$ cat config.mk
export PLATFORM = sky130hd
export DESIGN_NAME = iter_divider
export DESIGN_NICKNAME = d
export VERILOG_FILES = /design/src/rtl/iter_divider.sv
export SDC_FILE = /design/constraint.sdc
export NUM_CORES = 1
export LEC_CHECK = 0
export CORE_MARGIN = 4
export CORE_UTILIZATION = 52
export DETAILED_ROUTE_END_ITERATION = 8
export GPL_ROUTABILITY_DRIVEN = 0
export PLACE_DENSITY = 0.84
export SLEW_MARGIN = 30
export SYNTH_ARGS = -nofsm -noshare
export SYNTH_HDL_FRONTEND = slang
export SYNTH_SLANG_ARGS = --single-unit
$ cat constraint.sdc
create_clock -name clk -period 3.2 [get_ports clk]
set_input_delay 0.96 -clock clk [delete_from_list [all_inputs] [get_ports clk]]
set_output_delay 0.96 -clock clk [all_outputs]
set_load 0.02 [all_outputs]
$ cat src/rtl/iter_divider.sv
// Multi-cycle radix-2 restoring divider covering div/divu/mod/modu through a runtime
// signed/unsigned mode, with defined divide-by-zero results and a flush cancel.
module iter_divider #(
    parameter  int WIDTH = 32,
    localparam int CNT_W = $clog2(WIDTH + 1)
) (
    input  logic             clk,
    input  logic             resetn,
    input  logic             in_valid,
    output logic             in_ready,
    input  logic             in_signed,
    input  logic [WIDTH-1:0] dividend,
    input  logic [WIDTH-1:0] divisor,
    input  logic             flush,
    output logic             out_valid,
    input  logic             out_ready,
    output logic [WIDTH-1:0] quotient,
    output logic [WIDTH-1:0] remainder,
    output logic             div_by_zero,
    output logic [1:0]       o_dbg_state
);

    // Handshakes: a transfer happens on a rising edge where valid and ready are both high;
    // valid never waits on ready, and the payload is held stable while valid & ~ready.
    typedef enum logic [1:0] {
        S_IDLE = 2'd0,
        S_CALC = 2'd1,
        S_DONE = 2'd2
    } state_t;

    state_t             r_state;
    state_t             w_next_state;
    logic [CNT_W-1:0]   r_cnt;
    logic               r_neg_q;
    logic               r_neg_r;
    logic               r_dz;
    logic [WIDTH-1:0]   r_raw_dvd;
    logic [WIDTH-1:0]   r_dvd;
    logic [WIDTH-1:0]   r_dvs;
    logic [WIDTH:0]     r_rem;
    logic [WIDTH-1:0]   r_quot;
    logic [WIDTH-1:0]   r_remo;
    logic               r_dbz;

    logic               w_accept;
    logic [WIDTH-1:0]   w_dvd_mag;
    logic [WIDTH-1:0]   w_dvs_mag;
    logic [WIDTH+1:0]   w_shift;
    logic [WIDTH+1:0]   w_diff;
    logic               w_bit;

    assign w_accept  = in_valid & (r_state == S_IDLE) & ~flush;
    assign w_dvd_mag = (in_signed & dividend[WIDTH-1]) ? (~dividend + 1'b1) : dividend;
    assign w_dvs_mag = (in_signed & divisor[WIDTH-1])  ? (~divisor + 1'b1)  : divisor;

    // One spare bit above the partial remainder lets the trial difference carry its sign.
    assign w_shift = {r_rem, r_dvd[WIDTH-1]};
    assign w_diff  = w_shift - {2'b00, r_dvs};
    assign w_bit   = ~w_diff[WIDTH+1];

    always_ff @(posedge clk or negedge resetn) begin
        if (!resetn) begin
            r_state <= S_IDLE;
        end else begin
            r_state <= w_next_state;
        end
    end

    always_comb begin
        w_next_state = r_state;
        case (r_state)
            S_IDLE: if (in_valid)      w_next_state = S_CALC;
            S_CALC: if (r_cnt == '0)   w_next_state = S_DONE;
            S_DONE: if (out_ready)     w_next_state = S_IDLE;
            default:                   w_next_state = S_IDLE;
        endcase
        if (flush) begin
            w_next_state = S_IDLE;
        end
    end

    always_comb begin
        in_ready    = (r_state == S_IDLE) & ~flush;
        out_valid   = (r_state == S_DONE);
        o_dbg_state = r_state;
    end

    always_ff @(posedge clk or negedge resetn) begin
        if (!resetn) begin
            r_cnt     <= '0;
            r_neg_q   <= 1'b0;
            r_neg_r   <= 1'b0;
            r_dz      <= 1'b0;
            r_raw_dvd <= '0;
            r_dvd     <= '0;
            r_dvs     <= '0;
            r_rem     <= '0;
            r_quot    <= '0;
            r_remo    <= '0;
            r_dbz     <= 1'b0;
        end else begin
            case (r_state)
                S_IDLE: begin
                    if (w_accept) begin
                        r_neg_q   <= in_signed & (dividend[WIDTH-1] ^ divisor[WIDTH-1]);
                        r_neg_r   <= in_signed & dividend[WIDTH-1];
                        r_dz      <= (divisor == '0);
                        r_raw_dvd <= dividend;
                        r_dvd     <= w_dvd_mag;
                        r_dvs     <= w_dvs_mag;
                        r_rem     <= '0;
                        r_cnt     <= CNT_W'(WIDTH);
                    end
                end
                S_CALC: begin
                    if (r_cnt != '0) begin
                        r_rem <= w_bit ? w_diff[WIDTH:0] : w_shift[WIDTH:0];
                        r_dvd <= {r_dvd[WIDTH-2:0], w_bit};
                        r_cnt <= r_cnt - 1'b1;
                    end else if (r_dz) begin
                        r_quot <= '1;
                        r_remo <= r_raw_dvd;
                        r_dbz  <= 1'b1;
                    end else begin
                        // r_dvd now holds the magnitude quotient, r_rem the magnitude remainder.
                        r_quot <= r_neg_q ? (~r_dvd + 1'b1) : r_dvd;
                        r_remo <= r_neg_r ? (~r_rem[WIDTH-1:0] + 1'b1) : r_rem[WIDTH-1:0];
                        r_dbz  <= 1'b0;
                    end
                end
                default: begin
                end
            endcase
        end
    end

    assign quotient    = r_quot;
    assign remainder   = r_remo;
    assign div_by_zero = r_dbz;

endmodule

==> flow_summary.toml <==
[clocking]
cts_buffer_depth = 3
htreeDepth = 1
holdBufCountCts = 0
clkTransAtPathRegs_ns = 0.06
clk_latency_ns = 0.51
root_buffer = "clkbuf_16"
cts_buffers = 23
clock-sinks = 205
cts_tree = "built"

[synth]
synth_area_leaders = "dfrtp_1 39%, nand2_1 8.0%, o21ai_0 7.2%"
synthCells = 1597
ys.flop_type = "dfrtp_1"
seq_area_frac_synth_pct = 39.3
synthArstFlopShare_pct = 100
synth_cell_types = 74
avgSynthCellArea_sq_um = 8.18
synth.net_count = 1705
synth_area_leader_cell = "dfrtp_1"
synth_edf_count = 0
synthesis.area_sq_um = 13100
ys_warn_count = 0
post-synth-top-count-cell = "nand2_1"
synth_seq_cells = 205
synthTopCellsByCount = "278 x nand2_1, 205 x dfrtp_1, 188 x o21ai_0, 139 x nor2_1, 121 x a21oi_1"
synth_top_area_share_pct = 39.3

[floorplanning]
core_area_sq_um = 24500
row_count = 57
die_h_um = 167
die_x_um = 167
dieArea_sq_um = 27700
initial_core_util_pct = 53.3
ios = 139

[critical_path]
cp_max_fo = 5
cp_cell_sequence = "or4_4, or3_4, or4_2, o31ai_1, xor2_1, nor2_1, a21oi_1, o21ai_0"
crit_required_ns = 3.58
crit_path_max_incr_delay_ns = 0.64
slowest_stage = "or4_2"
crit_family = "simple AND/OR/NAND/NOR gates"
crit_path_start_kind = "flop"
crit_path_end_kind = "flop"
critPathLaunch = "r_rem[10]"
cp.arrival_ns = 3.53
criticalPathCategory = "reg -> reg"
r2r-start = "r_rem[10]"
crit_buf_inv = 0

[final_layout]
finalNetCount = 1914
design_area_sq_um = 16400
area_delta_synth_final_pct = 25.6
drive_above_1_share_pct = 11.6
diodes = 0

[timing]
finalCritPeriodShare_pct = 98.5
worst_slew_pin_slew_ns = 0.936
slew_headroom_pct = 37.6
hold_violations = 0
setup-violations-final = 0
post-route-min-period_ns = 3.15
fmax_mhz = 317
skew_ns = 0.0164
finalMaxSlewViolations = 0
layout_setup_ws_ns = 0.0495

[place]
postPlaceCellArea_sq_um = 15500
pre_cts_slack_ns = -0.497
place_hpwl_um = 26200
numPortBuffers = 138

[drt]
drc = 0
antenna_left = 0
wire_per_inst_um = 16.8
vias = 12400
routed_via_density = 5.80
drt_iter0_drc = 1227
dr.pass1.iters = 6
drt_wl_total_um = 36000

[power]
powerDensity_nw_per_um2 = 889
total_leakage_power_nw = 7.28
ir_worst_vdd_mv = 0.398
power_mw = 14.6

[grt]
grt_usage_pct = 24.8
grt_pass1_wl_um = 58500
grt_pass1_vias = 11800
grt-ovfl-total = 0
antenna_found_initial = 0
grt_start_max_net_pins = 73

[outcome]
status = "finished, final reports clean"

[hold_path]
min_from = "r_raw_dvd[31]"
min_path_type = "reg -> reg"

[run]
max_cap_violations = 0
[through the flow]
step	hold slack (ns)	setup TNS, ns	std cells	utilization (%)
2_1_floorplan	0.438	0	1597	-
3_3_place_gp	0.450	-6.07	2099	63.3
3_5_place_dp	0.458	-7.59	2099	63.3
4_1_cts	0.475	0	2136	66.3
5_1_grt	0.504	-0.0774	2142	66.9
6_report	0.475	0	2142	66.9
[registers in the layout (all words and copies together) (netlist names), 2 cells and up]
name	count
quotient	32
r_raw_dvd	32
r_rem	33
r_dvd	32
r_dvs	32
remainder	32
r_cnt	6
o_dbg_state	2
[cell families (layout without fill, tap and decap cells)]
| group | count (synthesis) | count (layout) | share of synthesized area (%) |
|---|---|---|---|
| flip-flops | 205 | 205 | 39.3 |
| multiplexers | 39 | 39 | 3.00 |
| adder cells (fa/ha/maj) | 38 | 38 | 3.70 |
| AND/OR/NAND/NOR | 593 | 593 | 20.5 |
| buffers and inverters | 140 | 361 | 4.30 |
| AO/OA/AOI/OAI | 443 | 443 | 19.9 |
| XOR/XNOR | 139 | 139 | 9.32 |
[routing by layer]
layer,share of wire [%],global-route usage (%),vias up
li1,-,-,5963
met1,42,32.9,5863
met2,48,43.0,524
met3,7.3,2.94,77
met4,2.7,7.04,0
met5,0,0,-
[power breakdown]
group / internal (mW) / switching [mW] / leakage [nW]
Clock: 1.52 / 1.04 / 0.352
Sequential: 3.42 / 0.797 / 2.63
Combinational: 3.45 / 4.36 / 4.30
[final timing paths]
path | endpoint | slack [ns] | cells past startpoint
min | r_raw_dvd[31] | 0.47 | 2
min reg2reg | r_raw_dvd[31] | 0.47 | 2
min in group asynchronous | quotient[10] | 0.48 | 1
max in group asynchronous | r_raw_dvd[5] | 1.98 | 2
max | remainder[17] | 0.05 | 8
max reg2reg | remainder[17] | 0.05 | 8
[final cells by class]
cell class                 count  area (sq um)
fill                        1898          8120
multi-input combinational   1252          7490
sequential                   205          5130
timing repair buffer         267          2440
clock buffer                  32           669
tap                          324           405
inverter                      57           214
clock inverter                 5          55.1
[what timing repair did]
item | 4_1_cts | 5_1_grt
setup endpoints to repair | 2 | 37
pin swaps | 0 | 1
buffers inserted | 0 | 5
gates resized for setup | 3 | 20
gates cloned | 0 | 1
[worst register-to-register path, delay by kind of cell, from the launching register on]
family                    cells  cell delay, ns
xor gates and xnor gates      1            0.23
AOI/OAI and AO/OA             3            0.65
DFF                           1            0.47
and+or+nand+nor               4            1.68
[cell usage in the layout, fill, tap and decap left out, drive strengths merged, types with 31 or more instances in the layout]
cell type / Yosys / layout
ha: 37 / 37
xor2: 77 / 77
inv: 57 / 57
nand2: 278 / 278
clkbuf: 65 / 34
mux2i: 38 / 38
a21oi: 121 / 121
clkdlybuf4s50: 0 / 136
nor2: 139 / 139
buf: 18 / 128
nand3: 31 / 31
o21ai: 202 / 202
dfrtp: 205 / 205
xnor2: 62 / 62
No activity file was read; power rests on OpenSTA's default activity.
